File: config.mk
export PLATFORM = sky130hd
export DESIGN_NAME = clk_div_gen
export DESIGN_NICKNAME = d
export VERILOG_FILES = /design/src/rtl/clk_div_gen.sv
export SDC_FILE = /design/constraint.sdc
export NUM_CORES = 1
export LEC_CHECK = 0
export BUFFER_PORTS_ARGS = -buffer_cell sky130_fd_sc_hd__buf_2
export CORE_UTILIZATION = 28
export DETAILED_ROUTE_END_ITERATION = 7
export PLACE_DENSITY_LB_ADDON = 0.05
export REMOVE_ABC_BUFFERS = 1
export SYNTH_ARGS = -nofsm -noshare
export SYNTH_HDL_FRONTEND = slang
export SYNTH_SLANG_ARGS = --single-unit
File: constraint.sdc
create_clock -name clk -period 7.6 [get_ports clk]
set_input_delay 1.52 -clock clk [delete_from_list [all_inputs] [get_ports clk]]
set_output_delay 1.52 -clock clk [all_outputs]
set_load 0.01 [all_outputs]
File: src/rtl/clk_div_gen.sv
// Multi-channel programmable clock divider.
// Each channel counts 0..D-1 and drives a registered divided clock (high for
// ceil(D/2) cycles, then low) plus a one-cycle tick on the last cycle of each
// period. A single pending slot holds a divisor write until the target channel
// reaches a safe point (period end, resync, or idle), so changes never glitch.
//
// Config handshake: a write transfers on any rising edge where cfg_valid and
// cfg_ready are both 1. cfg_ready depends only on registered state, never on
// cfg_valid, and is low during reset and while a write is pending.
module clk_div_gen #(
    parameter int NUM_CH      = 2,
    parameter int DIV_W       = 16,
    parameter int DEFAULT_DIV = 32,
    localparam int CH_W       = (NUM_CH > 1) ? $clog2(NUM_CH) : 1
) (
    input  logic              clk,
    input  logic              reset,
    input  logic [NUM_CH-1:0] en,
    input  logic              resync,
    input  logic              cfg_valid,
    input  logic [CH_W-1:0]   cfg_ch,
    input  logic [DIV_W-1:0]  cfg_div,
    output logic              cfg_ready,
    output logic              cfg_err,
    output logic [NUM_CH-1:0] clk_out,
    output logic [NUM_CH-1:0] tick
);

    localparam logic [DIV_W-1:0] ONE      = DIV_W'(1);
    localparam logic [DIV_W-1:0] TWO      = DIV_W'(2);
    localparam logic [DIV_W-1:0] DIV_INIT = DIV_W'(DEFAULT_DIV);

    // Per-channel state
    logic [DIV_W-1:0]  div_q [NUM_CH];
    logic [DIV_W-1:0]  div_d [NUM_CH];
    logic [DIV_W-1:0]  cnt_q [NUM_CH];
    logic [DIV_W-1:0]  cnt_d [NUM_CH];
    logic [NUM_CH-1:0] active_q, active_d;
    logic [NUM_CH-1:0] clk_out_q, clk_out_d;
    logic [NUM_CH-1:0] tick_q, tick_d;

    // Pending write slot and handshake state
    logic              pend_valid_q, pend_valid_d;
    logic [CH_W-1:0]   pend_ch_q, pend_ch_d;
    logic [DIV_W-1:0]  pend_div_q, pend_div_d;
    logic              cfg_err_q, cfg_err_d;
    logic              run_q, run_d;

    logic              cfg_accept;
    logic              cfg_bad;

    assign cfg_ready  = run_q && !pend_valid_q;
    assign cfg_accept = cfg_valid && cfg_ready;
    assign cfg_bad    = (cfg_div < TWO) || (int'(cfg_ch) >= NUM_CH);

    assign cfg_err = cfg_err_q;
    assign clk_out = clk_out_q;
    assign tick    = tick_q;

    // Next-state: channel counters, divisor apply, slot fill, registered outputs
    always_comb begin
        div_d        = div_q;
        cnt_d        = cnt_q;
        active_d     = active_q;
        clk_out_d    = '0;
        tick_d       = '0;
        pend_valid_d = pend_valid_q;
        pend_ch_d    = pend_ch_q;
        pend_div_d   = pend_div_q;
        cfg_err_d    = 1'b0;
        run_d        = 1'b1;

        for (int i = 0; i < NUM_CH; i++) begin
            // Safe apply points: idle channel, or a running channel that is
            // about to restart (period end or resync) and is not being disabled.
            if (pend_valid_q && (int'(pend_ch_q) == i) &&
                (!active_q[i] ||
                 (en[i] && (resync || (cnt_q[i] == div_q[i] - ONE))))) begin
                div_d[i]     = pend_div_q;
                pend_valid_d = 1'b0;
            end

            // Priority: disable > start > resync/wrap > count
            if (!en[i]) begin
                active_d[i] = 1'b0;
                cnt_d[i]    = '0;
            end else if (!active_q[i]) begin
                active_d[i] = 1'b1;
                cnt_d[i]    = '0;
            end else if (resync || (cnt_q[i] == div_q[i] - ONE)) begin
                cnt_d[i] = '0;
            end else begin
                cnt_d[i] = cnt_q[i] + ONE;
            end

            // Outputs are registered images of the next state; the high phase
            // is ceil(D/2) cycles so odd divisors get the extra high cycle.
            clk_out_d[i] = active_d[i] && (cnt_d[i] < (div_d[i] - (div_d[i] >> 1)));
            tick_d[i]    = active_d[i] && (cnt_d[i] == div_d[i] - ONE);
        end

        // The slot is empty whenever a write is accepted, so this never
        // collides with the apply above.
        if (cfg_accept) begin
            if (cfg_bad) begin
                cfg_err_d = 1'b1;
            end else begin
                pend_valid_d = 1'b1;
                pend_ch_d    = cfg_ch;
                pend_div_d   = cfg_div;
            end
        end
    end

    // State registers with synchronous reset
    always_ff @(posedge clk) begin
        if (reset) begin
            for (int i = 0; i < NUM_CH; i++) begin
                div_q[i] <= DIV_INIT;
                cnt_q[i] <= '0;
            end
            active_q     <= '0;
            clk_out_q    <= '0;
            tick_q       <= '0;
            pend_valid_q <= 1'b0;
            pend_ch_q    <= '0;
            pend_div_q   <= '0;
            cfg_err_q    <= 1'b0;
            run_q        <= 1'b0;
        end else begin
            div_q        <= div_d;
            cnt_q        <= cnt_d;
            active_q     <= active_d;
            clk_out_q    <= clk_out_d;
            tick_q       <= tick_d;
            pend_valid_q <= pend_valid_d;
            pend_ch_q    <= pend_ch_d;
            pend_div_q   <= pend_div_d;
            cfg_err_q    <= cfg_err_d;
            run_q        <= run_d;
        end
    end

endmodule

==> results.md <==
- Status: finished clean
- Syn Area/Cell: 8.188 sq um
- Finished Cell Area: 0.009087 sq mm
- WS Path Type: flop to flop
- CTS Sinks: 90
- Vias in the first global route: 7009
- DR DRC count: 0
- YS warnings: 0
- Final setup fails: 0
- Crit path launch: div_q[0]$_SDFF_PP0_
- First-pass GRT wire length: 40550 um
- Number of buffers created by CTS: 9
- FP Rows: 62
- Post-synth EDFFs: 0
- Fmax: 145.4 MHz
- Worst Clk Skew: 11.48 ps
- Data arrival time of the worst path: 7180 ps
- Initial Util: 28.75%
- Vias per cell: 4.897
- Io pins: 29
- Netlist Area Pre-Place: 0.008319 sq mm
- CTS root buffer: clkbuf_16
- Post-DP Area: 0.008802 sq mm
- Die width: 174.4 um
- CTS Buffer Depth: 2
- Grt ovf: 0
- Die Y-Extent: 174.4 um
- Die area: 0.03040 sq mm
- Max Slew Vio Count: 0
- CP startpoint kind: flop
- Maxcap violations: 0
- Clk Latency, worst-skew pair: 360 ps
- Number of synthesized register bits: 90
- Pwr dens: 125.4 mW/mm^2
- Slew HR: 42.86%
- Post-Syn Instances: 1016
- Hpwl dp: 20960 um
- CP Capture Type: flop
- Layout cells sized above 1: 8.374%
- RSZ-0062 raised after global routing: false
- Hold slack: 544.7 ps
- Worst slew pin tran: 855.2 ps
- Post-synth ARST share: 0%
- Routed WL per cell: 18.18 um
- Largest net degree at the start of global routing: 52
- # H-tree levels: 3
- Pleak: 3.868 nW
- N_diodes: 0
- FILL cells: 3121
- Synth Flop Type: dfxtp_1
- Initial antenna violation count: 1
- Drt first pass iters: 4
- Crit path max fanout: 21
- Worst reg2reg startpoint: div_q[0]$_SDFF_PP0_
- Setup TNS: 0 ps
- Via count: 6909
- Total Routing Usage GR: 17.44%
- Cell variety after synth: 89
- Peak supply drop: 0.09375 mV
- Worst Hold Class: flop to flop
- NumNets Final: 1140
- CTS clock-pin slew for the worst setup and hold paths: 70 ps
- DRT iter0 DRCs: 304
- Final Hold Viols: 0
- Critical path data required time: 7900 ps
- Antenna viol nets, final: 0
- Register area share after synthesis: 21.66%
- Period minus WS final: 6879 ps
- Number of port buffers: 28
- Fin crit share: 90.51%
- Hold Crit Start: pend_div_q[7]$_SDFFE_PP0P_
- TritonCTS clock tree: yes
- Drt total wl: 25650 um
- RD Place Congestion: 0.7903
- Core box area: 0.02894 sq mm
- Synthesis-to-finish area growth: 9.235%
[cells in the mapped netlist, types with 4 or more instances]
cell type | count | area (sq um)
dfxtp_1 | 90 | 1802
a21oi_1 | 36 | 180.2
inv_1 | 69 | 259.0
a21o_1 | 13 | 97.59
o41ai_1 | 4 | 35.03
mux2_2 | 4 | 45.04
and2_1 | 5 | 31.28
o22ai_1 | 4 | 25.02
a211oi_1 | 7 | 52.55
o2111ai_1 | 4 | 35.03
nand4_1 | 22 | 137.6
a31oi_1 | 7 | 43.79
nand3_1 | 32 | 160.2
or2_2 | 4 | 25.02
buf_2 | 8 | 40.04
a2111oi_2 | 4 | 60.06
or3_1 | 5 | 31.28
nand2b_1 | 13 | 81.33
o21bai_1 | 5 | 37.54
mux2i_1 | 48 | 480.5
nand2_1 | 44 | 165.2
nor2b_1 | 14 | 87.58
nor3_1 | 41 | 205.2
nor2_1 | 142 | 533.0
o21ai_0 | 29 | 145.1
xnor2_1 | 87 | 762.0
nor4_1 | 13 | 81.33
clkbuf_1 | 20 | 75.07
and3_1 | 11 | 68.82
xor2_1 | 50 | 437.9
ha_1 | 90 | 1126
[placed cells by master (no fill, tap or decap), types with 4 or more instances in the layout]
| cell | Yosys | final |
|---|---|---|
| inv_1 | 69 | 69 |
| and3_1 | 11 | 11 |
| mux2i_1 | 48 | 47 |
| nor2b_1 | 14 | 14 |
| mux2_2 | 4 | 4 |
| o2111ai_1 | 4 | 4 |
| nand4_1 | 22 | 22 |
| nand2_1 | 44 | 44 |
| a31oi_1 | 7 | 7 |
| a211oi_1 | 7 | 7 |
| nand2b_1 | 13 | 13 |
| o22ai_1 | 4 | 4 |
| nor3_1 | 41 | 41 |
| a2111oi_2 | 4 | 4 |
| o21ai_0 | 29 | 29 |
| or3_1 | 5 | 5 |
| and2_1 | 5 | 5 |
| nor2_1 | 142 | 142 |
| buf_4 | 1 | 7 |
| o21bai_1 | 5 | 5 |
| a21o_1 | 13 | 13 |
| clkbuf_16 | 0 | 9 |
| dfxtp_1 | 90 | 90 |
| nand3_1 | 32 | 32 |
| xnor2_1 | 87 | 87 |
| or2_2 | 4 | 4 |
| buf_2 | 8 | 28 |
| a21oi_1 | 36 | 36 |
| nor4_1 | 13 | 13 |
| ha_1 | 90 | 90 |
| o41ai_1 | 4 | 4 |
| xor2_1 | 50 | 50 |
[path summary, 6_finish.rpt]
check / cells past startpoint / slack, ps / endpoint
max reg2reg: 26 / 720 / clk_out[1]$_SDFF_PP0_
min reg2reg: 2 / 540 / pend_div_q[7]$_SDFFE_PP0P_
min: 2 / 540 / pend_div_q[7]$_SDFFE_PP0P_
max: 26 / 720 / clk_out[1]$_SDFF_PP0_
[critical path, stage by stage, from the launching register on]
cell	delay (ps)
dfxtp_1	480
inv_1	100
ha_1	320
xnor2_1	170
a211oi_1	250
o311ai_0	210
a2111oi_2	350
a41oi_4	250
a21oi_4	740
mux2_4	380
inv_1	180
ha_1	200
inv_1	50
fa_1	390
nor2b_1	150
o21ai_0	180
nand2b_1	140
a211oi_1	350
o31ai_1	180
a31o_2	260
a21oi_1	170
xor2_1	200
ha_1	270
nand4_1	90
nor2_1	70
a2111oi_0	440
o311a_1	230
[kinds of logic after synthesis]
logic type,Yosys count,share of synthesized area [%]
and+or+nand+nor,373,22.76
muxes,56,7.069
AOI/OAI and AO/OA,159,13.97
DFF,90,21.66
xor gates and xnor gates,139,14.98
adders and majority gates,92,14.02
buffers and inverters,107,5.550
[metrics by stage]
stage / utilization, % / total power [W] / instances / setup slack (ps)
floorplan: - / 0.0006275 / 979 / 1022
detailed placement: 30.42 / 0.0006921 / 1398 / 531.3
global placement: 30.42 / 0.0006937 / 1398 / 626.2
finish: 31.41 / 0.001139 / 1411 / 720.9
global route: 31.41 / 0.001198 / 1411 / 14.64
CTS: 31.39 / 0.001159 / 1411 / 495.9
[report_power, final]
part / internal (W) / switching, W / total [W] / leakage [nW]
clock network: 0.000258 / 0.000203 / 0.000461 / 0.136
logic: 0.0000781 / 0.000107 / 0.000185 / 3.00
registers: 0.000479 / 0.0000135 / 0.000493 / 0.729
[area by class of cell]
| type | count | area (sq um) | area share (%) |
|---|---|---|---|
| clock buffer | 10 | 239.0 | 2.630 |
| clock inverter | 3 | 42.54 | 0.4681 |
| inverter | 70 | 264.0 | 2.905 |
| timing repair buffer | 35 | 192.7 | 2.120 |
| sequential | 90 | 1802 | 19.83 |
| multi-input combinational | 819 | 6067 | 66.76 |
| tap | 384 | 480.5 | 5.287 |
[sequential cells by signal (all words and copies together) (netlist names)]
signal,count
div_q,32
cnt_q,32
run_q,1
pend_valid_q,1
tick,2
cfg_err,1
pend_div_q,16
clk_out,2
active_q,2
pend_ch_q,1
[timing repair]
| action | CTS | global route |
|---|---|---|
| setup buffers | 0 | 0 |
| gates resized for setup | 0 | 1 |
| setup endpoints to repair | 0 | 1 |
| hold endpoints to repair | 0 | 0 |
| hold buffers | 0 | 0 |
[per-layer routing]
metal,vias to the layer above,wire length (um),GRT usage (%)
met4,2,626,5.665
met3,32,551,2.275
met2,74,12980,31.54
li1,3579,-,-
met5,-,13,0
met1,3222,11480,21.10
Power figures use the tool's default switching activity.
